**src/rtl/instr_encoder_pkg.sv**
```systemverilog
// Shared RV32I definitions: opcodes, format/FSM enums, and the format
// decode and field-packing helpers used by the encoder and the field decoder.
package instr_encoder_pkg;

  localparam logic [6:0] OP_R      = 7'b0110011;
  localparam logic [6:0] OP_IMM    = 7'b0010011;
  localparam logic [6:0] OP_LOAD   = 7'b0000011;
  localparam logic [6:0] OP_JALR   = 7'b1100111;
  localparam logic [6:0] OP_SYSTEM = 7'b1110011;
  localparam logic [6:0] OP_STORE  = 7'b0100011;
  localparam logic [6:0] OP_BRANCH = 7'b1100011;
  localparam logic [6:0] OP_LUI    = 7'b0110111;
  localparam logic [6:0] OP_AUIPC  = 7'b0010111;
  localparam logic [6:0] OP_JAL    = 7'b1101111;

  typedef enum logic [2:0] {
    FMT_R, FMT_I, FMT_S, FMT_B, FMT_U, FMT_J, FMT_ILLEGAL
  } fmt_e;

  typedef enum logic {ST_IDLE, ST_WRITE} wr_state_e;

  typedef struct packed {
    logic [6:0]  opcode;
    logic [4:0]  rd;
    logic [4:0]  rs1;
    logic [4:0]  rs2;
    logic [2:0]  funct3;
    logic [6:0]  funct7;
    logic [31:0] imm;
  } instr_fields_t;

  function automatic fmt_e decode_fmt(input logic [6:0] op);
    case (op)
      OP_R:                                   decode_fmt = FMT_R;
      OP_IMM, OP_LOAD, OP_JALR, OP_SYSTEM:    decode_fmt = FMT_I;
      OP_STORE:                               decode_fmt = FMT_S;
      OP_BRANCH:                              decode_fmt = FMT_B;
      OP_LUI, OP_AUIPC:                       decode_fmt = FMT_U;
      OP_JAL:                                 decode_fmt = FMT_J;
      default:                                decode_fmt = FMT_ILLEGAL;
    endcase
  endfunction

  function automatic logic [31:0] encode(input instr_fields_t f, input fmt_e fmt);
    logic [31:0] w;
    w = '0;
    case (fmt)
      FMT_R: w = {f.funct7, f.rs2, f.rs1, f.funct3, f.rd, f.opcode};
      FMT_I: begin
        // shift-immediates carry funct7 above a 5-bit shamt
        if (f.opcode == OP_IMM && (f.funct3 == 3'b001 || f.funct3 == 3'b101))
          w = {f.funct7, f.imm[4:0], f.rs1, f.funct3, f.rd, f.opcode};
        else
          w = {f.imm[11:0], f.rs1, f.funct3, f.rd, f.opcode};
      end
      FMT_S: w = {f.imm[11:5], f.rs2, f.rs1, f.funct3, f.imm[4:0], f.opcode};
      FMT_B: w = {f.imm[12], f.imm[10:5], f.rs2, f.rs1, f.funct3,
                  f.imm[4:1], f.imm[11], f.opcode};
      FMT_U: w = {f.imm[31:12], f.rd, f.opcode};
      FMT_J: w = {f.imm[20], f.imm[10:1], f.imm[11], f.imm[19:12], f.rd, f.opcode};
      default: w = '0;
    endcase
    return w;
  endfunction

endpackage

```
**src/rtl/instr_fifo.sv**
```systemverilog
// Power-of-two circular buffer of encoded instruction words; head is
// presented combinationally on rdata.
module instr_fifo #(
  parameter int FIFO_DEPTH = 4
) (
  input  logic        clk,
  input  logic        rst,
  input  logic        push,
  input  logic        pop,
  input  logic [31:0] wdata,
  output logic [31:0] rdata,
  output logic        full,
  output logic        empty
);
  localparam int AW = $clog2(FIFO_DEPTH);

  logic [31:0] mem [FIFO_DEPTH];
  logic [AW-1:0] wr_ptr, rd_ptr;
  logic [AW:0]   count;
  logic do_push, do_pop;

  assign full    = (count == (AW+1)'(FIFO_DEPTH));
  assign empty   = (count == '0);
  assign do_push = push && !full;
  assign do_pop  = pop && !empty;
  assign rdata   = mem[rd_ptr];

  // pointers wrap naturally because depth is a power of two
  always_ff @(posedge clk or posedge rst) begin
    if (rst) begin
      wr_ptr <= '0;
      rd_ptr <= '0;
      count  <= '0;
    end else begin
      if (do_push) wr_ptr <= wr_ptr + 1'b1;
      if (do_pop)  rd_ptr <= rd_ptr + 1'b1;
      case ({do_push, do_pop})
        2'b10:   count <= count + 1'b1;
        2'b01:   count <= count - 1'b1;
        default: count <= count;
      endcase
    end
  end

  always_ff @(posedge clk) begin
    if (do_push) mem[wr_ptr] <= wdata;
  end

endmodule

```
**src/rtl/instr_encoder.sv**
```systemverilog
// RV32I field-bundle encoder: packs fields into a 32-bit word, buffers it,
// and streams words to instruction memory at consecutive addresses.
module instr_encoder
  import instr_encoder_pkg::*;
#(
  parameter int          FIFO_DEPTH = 4,
  parameter logic [31:0] BASE_ADDR  = 32'h0000_0000
) (
  input  logic        clk,
  input  logic        rst,
  input  logic        in_valid,
  output logic        in_ready,
  input  logic [6:0]  opcode,
  input  logic [4:0]  rd_addr,
  input  logic [4:0]  rs1_addr,
  input  logic [4:0]  rs2_addr,
  input  logic [2:0]  funct3,
  input  logic [6:0]  funct7,
  input  logic [31:0] imm,
  input  logic        addr_clr,
  output logic        mem_we,
  output logic [31:0] mem_addr,
  output logic [31:0] mem_wdata,
  input  logic        mem_ack,
  output logic        err
);
  instr_fields_t fields;
  fmt_e          fmt;
  wr_state_e     state_q, state_d;
  logic [31:0]   enc_word, head, next_addr, load_addr;
  logic          accept, push, pop, load, full, empty;

  always_comb begin
    fields.opcode = opcode;
    fields.rd     = rd_addr;
    fields.rs1    = rs1_addr;
    fields.rs2    = rs2_addr;
    fields.funct3 = funct3;
    fields.funct7 = funct7;
    fields.imm    = imm;
  end

  assign fmt      = decode_fmt(opcode);
  assign enc_word = encode(fields, fmt);
  assign in_ready = !full;
  assign accept   = in_valid && in_ready;
  // illegal bundles are consumed but never enqueued
  assign push     = accept && (fmt != FMT_ILLEGAL);

  instr_fifo #(.FIFO_DEPTH(FIFO_DEPTH)) u_fifo (
    .clk   (clk),
    .rst   (rst),
    .push  (push),
    .pop   (pop),
    .wdata (enc_word),
    .rdata (head),
    .full  (full),
    .empty (empty)
  );

  always_ff @(posedge clk or posedge rst) begin
    if (rst) state_q <= ST_IDLE;
    else     state_q <= state_d;
  end

  // head stays buffered until acked, so pop only happens in WRITE
  always_comb begin
    state_d = state_q;
    load    = 1'b0;
    pop     = 1'b0;
    mem_we  = 1'b0;
    case (state_q)
      ST_IDLE: begin
        if (!empty) begin
          load    = 1'b1;
          state_d = ST_WRITE;
        end
      end
      ST_WRITE: begin
        mem_we = 1'b1;
        if (mem_ack) begin
          pop     = 1'b1;
          state_d = ST_IDLE;
        end
      end
      default: state_d = ST_IDLE;
    endcase
  end

  // next_addr always names the address of the next load; a clear anywhere
  // before that load redirects it to BASE_ADDR
  assign load_addr = addr_clr ? BASE_ADDR : next_addr;

  always_ff @(posedge clk or posedge rst) begin
    if (rst) begin
      mem_addr  <= BASE_ADDR;
      mem_wdata <= '0;
      next_addr <= BASE_ADDR;
      err       <= 1'b0;
    end else begin
      if (load) begin
        mem_addr  <= load_addr;
        mem_wdata <= head;
        next_addr <= load_addr + 32'd4;
      end else if (addr_clr) begin
        next_addr <= BASE_ADDR;
      end
      if (accept && fmt == FMT_ILLEGAL) err <= 1'b1;
    end
  end

endmodule

```
**config.mk**
```make
export PLATFORM = sky130hd
export DESIGN_NAME = instr_encoder
export DESIGN_NICKNAME = d
export VERILOG_FILES = /design/src/rtl/instr_encoder_pkg.sv /design/src/rtl/instr_fifo.sv /design/src/rtl/instr_encoder.sv
export SDC_FILE = /design/constraint.sdc
export NUM_CORES = 1
export LEC_CHECK = 0
export ABC_CLOCK_PERIOD_IN_PS = 4600
export BUFFER_PORTS_ARGS = -buffer_cell sky130_fd_sc_hd__buf_2
export CAP_MARGIN = 20
export CELL_PAD_IN_SITES_DETAIL_PLACEMENT = 0
export CELL_PAD_IN_SITES_GLOBAL_PLACEMENT = 1
export CORE_AREA = 2 2 187 189
export CTS_CLUSTER_DIAMETER = 200
export DETAILED_ROUTE_END_ITERATION = 10
export DIE_AREA = 0 0 189 191
export GPL_TIMING_DRIVEN = 0
export PLACE_DENSITY = 0.66
export SYNTH_ARGS = -nofsm -noshare
export SYNTH_HDL_FRONTEND = slang
export SYNTH_SLANG_ARGS = --single-unit
```
**constraint.sdc**
```tcl
create_clock -name clk -period 4.6 [get_ports clk]
set_input_delay 0.69 -clock clk [delete_from_list [all_inputs] [get_ports clk]]
set_output_delay 0.69 -clock clk [all_outputs]
set_load 0.005 [all_outputs]
```
=== Word-level counts from Yosys, hierarchy flattened ===
Memories as Yosys holds them, arrays and structs flattened. A register that Yosys moved wholly into a read port is not among the register bits.
Index checks and enable logic that the tools add are counted.

* Register bits: 73
* Memory bits (writable): 128
* Output and inout port bits: 67
* Word-level logic and storage cells: 65
* Memories kept: 1

{| class="wikitable"
|+ Memory list
! name !! words !! bits a word !! read ports !! clocked after Yosys merged registers in !! wr ports !! line !! source
|-
| u_fifo.mem || 4 || 32 || 1 || 1 || 1 || instr_fifo.sv:17 || <nowiki>logic [31:0] mem [FIFO_DEPTH];</nowiki>
|}

* Add/subtract/negate cells: 5
* Equality and inequality tests: 22
* Multiplexer cells: 15
* Bitwise operators: 1
* Reductions and logical operators: 14

{| class="wikitable"
|+ Operator list
! operator !! count
|-
| one-hot mux 32 bit (6 select lines) || 1
|-
| 2-to-1 mux 32 bit || 3
|-
| adder 32 x 3 -> 32 bit, second input constant || 1
|-
| == test 7 bit, second input constant || 4
|-
| == test 7 x 6 -> 1 bit, second input constant || 3
|-
| one-hot mux 3 bit (6 select lines) || 1
|-
| == test 3 bit, second input constant || 5
|-
| == test 7 x 5 -> 1 bit, second input constant || 2
|-
| 2-to-1 mux 1 bit || 8
|-
| == test 7 x 2 -> 1 bit, second input constant || 1
|-
| == test 3 x 1 -> 1 bit, second input constant || 2
|-
| == test 3 x 2 -> 1 bit, second input constant || 2
|-
| logical AND 1 bit || 6
|-
| zero test 3 bit || 2
|-
| one-hot mux 3 bit (2 select lines) || 1
|-
| adder 2 x 1 -> 2 bit, second input constant || 2
|-
| OR reduction 4 bit || 1
|-
| adder 3 x 1 -> 3 bit, second input constant || 1
|-
| != test 3 bit, second input constant || 1
|-
| subtractor 3 x 1 -> 3 bit, second input constant || 1
|-
| == test 2 x 1 -> 1 bit, second input constant || 1
|-
| == test 2 bit, second input constant || 1
|-
| zero test 1 bit || 2
|-
| one-hot mux 1 bit (2 select lines) || 1
|-
| other kinds (4) || 4
|}

=== Longest topological paths before layout ===
Gate-level depths: netlist (run 1).

* Depth after elaboration: 8
* Mapped depth: 16

=== Hierarchy ===
Synthesis (run 1) repeated with hierarchy kept, for this count alone.

* Cells, all modules: 800
* Area, all modules: 10371.2 um^2

{| class="wikitable"
|+ By module, submodules not included
! module !! instances !! cells each !! area each (um^2)
|-
| instr_encoder || 1 || 594 || 5276.3
|-
| instr_fifo || 1 || 206 || 5094.9
|}

=== Worst setup path after synthesis (run 1) ===
Ideal clock, no wire load.

* Path type: input to register
* Start point: input port opcode[3]
* End point: memory u_fifo.mem[0][0], enable pin
* Library setup time: 0.392 ns
* Data arrival time: 3.152 ns
* Required time: 4.208 ns
* Path slack: 1.056 ns
* Cell stages on the path: 8
* Buffers on the path: 0
* Cell sequence: or3b_1 a21oi_4 inv_2 ha_1 o21ai_1 o21ai_1 nor2_1 and2_1

* Longest elaborated chain between the ends: 8

{| class="wikitable"
|+ Ends and longest elaborated chain
! element !! line !! source
|-
| start: declaration || instr_encoder.sv:13 || <nowiki>input logic [6:0] opcode,</nowiki>
|-
| == test 7 x 5 -> 1 bit (tied with other cells) || instr_encoder_pkg.sv:33 || <nowiki>case (op)</nowiki>
|-
| OR reduction 4 bit or OR reduction 2 bit (tied branches) || instr_encoder_pkg.sv:33 ||
|-
| one-hot mux 3 bit (6 select lines) (*) || instr_encoder_pkg.sv:33 ||
|-
| != test 3 bit (*) || instr_encoder.sv:48 || <nowiki>assign push = accept && (fmt != FMT_ILLEGAL);</nowiki>
|-
| logical AND 1 bit (*) || instr_encoder.sv:48 ||
|-
| logical AND 1 bit (*) || instr_fifo.sv:24 || <nowiki>assign do_push = push && !full;</nowiki>
|-
| 2-to-1 mux 1 bit (*) || instr_fifo.sv:46 || <nowiki>if (do_push) mem[wr_ptr] <= wdata;</nowiki>
|-
| 2-to-1 mux 1 bit (implied by the code) (*) || instr_fifo.sv:46 ||
|-
| end: declaration || instr_fifo.sv:17 ||
|}

Mark *: on every way between the ends. The rest lies on a longest branch, timed or not.

=== Worst setup path in the final report (run 1) ===
* Start point: input port opcode[3]
* End point: memory u_fifo.mem[2][16], enable pin

Same word-level chain as after synthesis.

==> metrics.txt, run 1 <==
synthesized area per cell=13.0 sq um; sequential share of the synthesized area=63.8%; status=completed; layout cell share with drive strength beyond 1=27.2%; Post-Place Cell Area=11400 sq um; Net Count, Synth=855; Net Sw Frac=28.5%; Psw=0.00171 W; post-detailed-route via-to-cell ratio=4.57; CTS Sinks=233; hpwl dp=17100 um; Worst Path Max Fanout=32; final period utilization=80.0%; die height=191 um; first-pass GRT wire length=38700 um; DIE WIDTH=189 um; Slew HR=38.1%; crit path capture type=flip-flop; clk_lat worst skew=540 ps; DR iter-0 viols=403; Worst Path Arrival=3850 ps; Power Dens Cells=487 nW/um^2; Leakage=5.11 nW; area of the multi-input gates=3440 sq um; actual slew at the worst max-slew pin=928 ps; most area-consuming cells after synthesis=edfxtp_1 (38%), dfrtp_1 (26%), mux4_2 (7.1%), nand2_1 (6.3%), xnor2_1 (1.9%); Synth async-reset ratio=45.1%; Worst Clk Skew=21.9 ps; FILL cells=3369; vias after detailed routing=6469; fin area=12300 sq um; vias in the first global route=6686; Int Power=0.00430 W; Post-synth top cells=nand2_1 (171), edfxtp_1 (128), dfrtp_1 (105), nor2_1 (49), mux4_2 (32); Die Footprint=36100 sq um; # DRC=0; Total GRT Usage=13.8%; Hold WS=162 ps; Port-buffer cells=134; Syn Inst Count=778; Clock power frac=36.3%; CTS HTree Levels=1; post-route ant nets=0; drt total wl=24600 um; Fin. Hold Viols=0; Initial Util=29.7%; number of synthesized flops with an enable pin=128; first-pass detailed-route iteration total=5; Storage cell area=6470 sq um; CTS Buf Count=26; IO Pins=136; #FFs+latches synth=233; postcts setup bufs=0; Worst setup SP type=input port; critical path required time=4760 ps; gr ovfl total=0; FP Rows=68; final setup vio count=0; core footprint=34100 sq um; ANT cells=0; Synth top area share=37.9%; CTS tree=done; most used flip-flop cell after synthesis=edfxtp_1; number of max-cap violations=0; GPL Wtd Cong=0.769; max-slew violation count=0; top cell type by total area after synthesis=edfxtp_1; final core utilization=36.2%; initial antenna violation count=0; HP Class=in -> async; sequential fraction of design power=42.0%; post-place setup slack=280 ps; crit path kind=in -> reg; Clock transition at path regs=60 ps; worst setup margin=918 ps; clk buf depth=3; # nets final=1019; area of the mapped netlist=10100 sq um; Power Total=0.00601 W; Max IR drop VDD=0.308 mV; Netlist cell types=67; per-cell routed wire length=17.4 um; RSZ-0062 raised after global routing=no; CTS Root Cell=clkbuf_16; Tmin final=3680 ps; yosys warns=0; area delta synth->final=21.7%; Comb pwr share=21.7%; fmax=272 MHz; most frequent cell after synthesis=nand2_1; largest net degree at the start of global routing=70; CTS resizes=0; CTS Hold Buffers Added=0
[kinds of logic (layout without fill, tap and decap cells)]
group | Yosys count | in the layout | share of synthesized area, %
fa+ha+maj | 8 | 8 | 1.06
xor+xnor | 35 | 35 | 3.02
buf+inv | 54 | 238 | 2.32
mux | 52 | 52 | 9.18
compound gates | 66 | 66 | 4.71
simple gates | 330 | 330 | 15.9
flops | 233 | 233 | 63.8
[per-stage QoR]
stage	std cells	setup TNS (ps)
after global placement	1367	-99380
after global routing	1417	0
after floorplan	778	0
after CTS	1416	0
after detailed placement	1368	0
final	1417	0
[flip-flops by register name, summed over array words and instances, names as in the netlist]
name,count
u_fifo.wr_ptr,2
next_addr,32
err,1
u_fifo.mem,128
u_fifo.rd_ptr,2
u_fifo.count,3
mem_wdata,32
state_q,1
mem_addr,32
[power by group through the flow]
stage	Combinational, W	Clock, W	Sequential, W
2_1_floorplan	0.000836	0	0.00255
3_3_place_gp	0.00134	0	0.00256
3_5_place_dp	0.00136	0	0.00256
4_1_cts	0.00136	0.00224	0.00252
5_1_grt	0.00149	0.00233	0.00255
6_report	0.00130	0.00218	0.00252
[worst max-delay path, cell delays in order]
cell and delay [ps]:
buf_2 150, or3b_1 460, a21oi_4 250, inv_2 90
ha_1 270, o21ai_1 220, o21ai_1 340, nor2_1 490
and2_2 860
[layer usage]
metal  GRT usage, %  vias to the layer above  share of wire, %
li1               -                     3117                 -
met5              0                        -                 0
met3           2.46                       28               4.6
met2           22.9                      159                47
met1           19.2                     3165                47
met4           2.67                        0               1.4
[layout by cell type (no fill, tap or decap), drive strengths merged, types with 5 or more instances in the layout]
cell	count
nand2b	16
nand4	7
mux2	8
clkinv	10
and2	14
mux4	32
a22oi	6
bufinv	5
xnor2	22
and3	9
a21oi	8
nand3	14
mux2i	12
nor3	10
a222oi	6
o21ai	21
edfxtp	128
inv	19
nand2	171
nor2b	9
nor2	52
nand3b	10
xor2	13
ha	7
buf	153
dfrtp	105
clkbuf	50
[worst paths after layout]
check / from / end / slack [ps] / cells past startpoint
min in group clk: in_valid / err / 420 / 2
max in group asynchronous: rst / mem_wdata[15] / 3760 / 3
worst max-delay path: opcode[3] / u_fifo.mem[2][16] / 920 / 9
worst max register to register: u_fifo.count[2] / mem_wdata[8] / 2100 / 7
worst min-delay path: rst / mem_addr[11] / 160 / 2
worst min register to register: mem_addr[15] / mem_addr[15] / 460 / 2
[final cells by class]
| cell class | count | area share (%) |
|---|---|---|
| Buffer | 36 | 1.36 |
| Clock buffer | 32 | 5.53 |
| Clock inverter | 16 | 1.85 |
| Inverter | 18 | 0.588 |
| Multi-Input combinational cell | 491 | 27.9 |
| Sequential cell | 233 | 52.4 |
| Tap cell | 455 | 4.61 |
| Timing Repair Buffer | 136 | 5.76 |
Note: power is estimated with default switching activity, not from simulation.
==> run 2: changes to the inputs <==
--- a/config.mk
+++ b/config.mk
@@ -5,17 +5,18 @@
 export SDC_FILE = /design/constraint.sdc
 export NUM_CORES = 1
 export LEC_CHECK = 0
-export ABC_CLOCK_PERIOD_IN_PS = 4600
+export ABC_AREA = 1
+export ABC_CLOCK_PERIOD_IN_PS = 3700
 export BUFFER_PORTS_ARGS = -buffer_cell sky130_fd_sc_hd__buf_2
 export CAP_MARGIN = 20
 export CELL_PAD_IN_SITES_DETAIL_PLACEMENT = 0
 export CELL_PAD_IN_SITES_GLOBAL_PLACEMENT = 1
-export CORE_AREA = 2 2 187 189
+export CORE_AREA = 2 2 191 193
 export CTS_CLUSTER_DIAMETER = 200
 export DETAILED_ROUTE_END_ITERATION = 10
-export DIE_AREA = 0 0 189 191
+export DIE_AREA = 0 0 193 195
 export GPL_TIMING_DRIVEN = 0
-export PLACE_DENSITY = 0.66
+export PLACE_DENSITY = 0.67
 export SYNTH_ARGS = -nofsm -noshare
 export SYNTH_HDL_FRONTEND = slang
 export SYNTH_SLANG_ARGS = --single-unit
==> constraint.sdc (replaced) <==
create_clock -name clk -period 3.7 [get_ports clk]
set_input_delay 0.555 -clock clk [delete_from_list [all_inputs] [get_ports clk]]
set_output_delay 0.555 -clock clk [all_outputs]
set_load 0.005 [all_outputs]
==> run 2 against run 1 <==
Net effect:
- register-to-register slack worse by 850 ps
- die area rose by 4.3%
- critical path type unchanged
- critical path depth up 10
- hold slack worse by 130 ps
- clock-buffer cell count up 6
- critical endpoint is now u_fifo.count[2]
- largest power group unchanged
- first-iteration DRC count is 8.7% lower
- sequential power up 25%
==> metrics.txt, run 2 <==
status=completed; CTS Hold Buffers Added=0; DIE WIDTH=193 um; final core utilization=35.7%; Int Power=0.00502 W; most frequent cell after synthesis=nor2_1; met1 Use GR=19.8%; top cell type by total area after synthesis=edfxtp_1; ANT cells=0; postcts setup bufs=0; CP delay by family, top=simple AND/OR/NAND/NOR gates; gr ovfl total=0; area of the mapped netlist=10500 sq um; CTS HTree Levels=1; Power Dens Cells=609 nW/um^2; Reg with most FFs=u_fifo.mem; Tmin final=3240 ps; Psw=0.00268 W; GRT met3 Usage=2.41%; Fin. Hold Viols=0; clk buf depth=3; drt total wl=28100 um; Power Total=0.00770 W; layout cell share with drive strength beyond 1=19.9%; CTS Root Cell=clkbuf_16; DR iter-0 viols=368; clk_lat worst skew=510 ps; HP Class=in -> async; per-cell routed wire length=16.3 um; final setup vio count=0; Critical Path Max Stage Delay=400 ps; Net Sw Frac=34.8%; most used cell, CP=inv_1; Worst Clk Skew=7.55 ps; CTS Sinks=233; Netlist cell types=44; GRT Max-Usage Layer=met2; CP max-delay cell=nand2_1; max-slew violation count=0; largest net degree at the start of global routing=70; Initial Util=29.7%; Leakage=5.40 nW; Clock transition at path regs=60 ps; area delta synth->final=20.3%; FP Rows=69; Worst Path Arrival=3640 ps; synthesized area per cell=9.81 sq um; cells along the critical path=buf_2 > nand2_1 > inv_1 > nand2_2 > inv_1 > nand3_1 > buf_2 > ha_1 > inv_1 > nor2_1 > nand3_2 > buf_6 > nand2_1 > ha_1 > inv_1 > fa_1 > a21oi_1 > o21ai_0 > xor2_1; Die Footprint=37600 sq um; Comb pwr share=29.2%; crit path capture type=flip-flop; Synth top area share=36.6%; hpwl dp=19800 um; sequential fraction of design power=41.0%; crit path kind=in -> reg; IO Pins=136; # nets final=1316; Synth async-reset ratio=45.1%; Max IR drop VDD=0.318 mV; sequential share of the synthesized area=61.5%; Final Non-Filler Cells=1717; CTS Buf Count=25; Slew HR=51.4%; max reg flops=128; placed cells=1673; core footprint=35400 sq um; # DRC=0; most used flip-flop cell after synthesis=edfxtp_1; CTS resizes=0; Net Count, Synth=1149; worst setup margin=456 ps; vias in the first global route=7913; fmax=308 MHz; Syn Inst Count=1072; number of max-cap violations=0; Worst setup SP type=input port; actual slew at the worst max-slew pin=729 ps; Clock power frac=29.8%; FILL cells=3623; yosys warns=0; commonest non-fill, non-tap cells in the layout=nor2_1 (246), nand2_1 (163), buf_2 (139); CTS tree=done; vias after detailed routing=7687; Worst Path Max Fanout=10; GPL Wtd Cong=0.814; most area-consuming cells after synthesis=edfxtp_1 (37%), dfrtp_1 (25%), nor2_1 (8.9%), nand2_1 (5.8%), o21ai_0 (4.5%); critical path required time=4090 ps; setup TNS=0 ps; Port-buffer cells=135; Post-synth top cells=nor2_1 (250), nand2_1 (163), edfxtp_1 (128), dfrtp_1 (105), o21ai_0 (94); post-detailed-route via-to-cell ratio=4.48; Buf/Inv on CP=7; post-place setup slack=-69.9 ps; number of synthesized flops with an enable pin=128; initial antenna violation count=0; final period utilization=87.7%; first-pass GRT wire length=44100 um; first-pass detailed-route iteration total=4; Total GRT Usage=15.2%; commonest non-fill, non-tap cell in the layout=nor2_1; die height=195 um; #FFs+latches synth=233; RSZ-0062 raised after global routing=no; post-route ant nets=0; Global Route met2 Usage=26.3%
## run 2: cell types whose count changed after synthesis, moves of 12 or more
| cell | delta |
|---|---|
| nand2_2 | +13 |
| xor2_1 | +15 |
| mux2i_1 | -12 |
| mux4_2 | -32 |
| a31oi_1 | +31 |
| buf_1 | +12 |
| o21ai_0 | +76 |
| xnor2_1 | -18 |
| nand3_1 | +18 |
| nor2_1 | +201 |
| nand2b_1 | -15 |
| inv_1 | +75 |
## run 2: worst paths after layout
check | cells past startpoint | slack [ps] | to | from
max | 19 | 460 | u_fifo.count[2] | opcode[1]
min | 2 | 30 | err | rst
max reg2reg | 10 | 1250 | u_fifo.count[2] | u_fifo.count[1]
min reg2reg | 1 | 460 | err | err
max in group asynchronous | 3 | 2950 | mem_wdata[18] | rst
min in group clk | 2 | 260 | state_q | mem_ack
## run 2: worst reg2reg max path, delay by kind of cell (launching register included)
kind | cells | cell delay [ps]
buffers and inverters | 2 | 180
AO/OA/AOI/OAI | 2 | 250
XOR/XNOR | 1 | 150
AND/OR/NAND/NOR | 3 | 760
adder cells (fa/ha/maj) | 2 | 610
flip-flops | 1 | 380
## run 2: routing by layer
metal,part of all wire (%),vias to the layer above
li1,-,3849
met1,45,3636
met2,49,169
met3,4.6,33
met4,1.6,0
met5,0,-
## run 2: layout make-up
cell class	count	area [sq um]	share of cell area, %
Buffer	44	196	1.55
Clock buffer	38	694	5.49
Clock inverter	6	41.3	0.326
Inverter	99	379	3.00
Multi-Input combinational cell	696	3500	27.7
Sequential cell	233	6470	51.1
Tap cell	461	577	4.56
Timing Repair Buffer	140	791	6.25
## run 2: power by group through the flow
stage	Clock [W]	Sequential [W]	Combinational [W]
6_report	0.00229	0.00316	0.00225
5_1_grt	0.00247	0.00319	0.00257
4_1_cts	0.00236	0.00317	0.00231
3_5_place_dp	0	0.00322	0.00231
3_3_place_gp	0	0.00322	0.00225
2_1_floorplan	0	0.00320	0.00135
## run 2: logic make-up (layout without fill, tap and decap cells)
kind of cell               after synthesis  count (layout)  synth area share, %
AOI/OAI and AO/OA                      138             138                 7.19
xor gates and xnor gates                32              32                 2.67
adders and majority gates                8               8                 1.02
buffers and inverters                  143             327                 5.43
DFF                                    233             233                 61.5
and+or+nand+nor                        518             518                 22.1
## run 2: metrics by stage
stage	hold slack (ps)	instance area (sq um)
5_1_grt	41.6	12700
2_1_floorplan	451	10500
6_report	30.6	12700
3_5_place_dp	448	11900
4_1_cts	21.0	12700
3_3_place_gp	438	11800
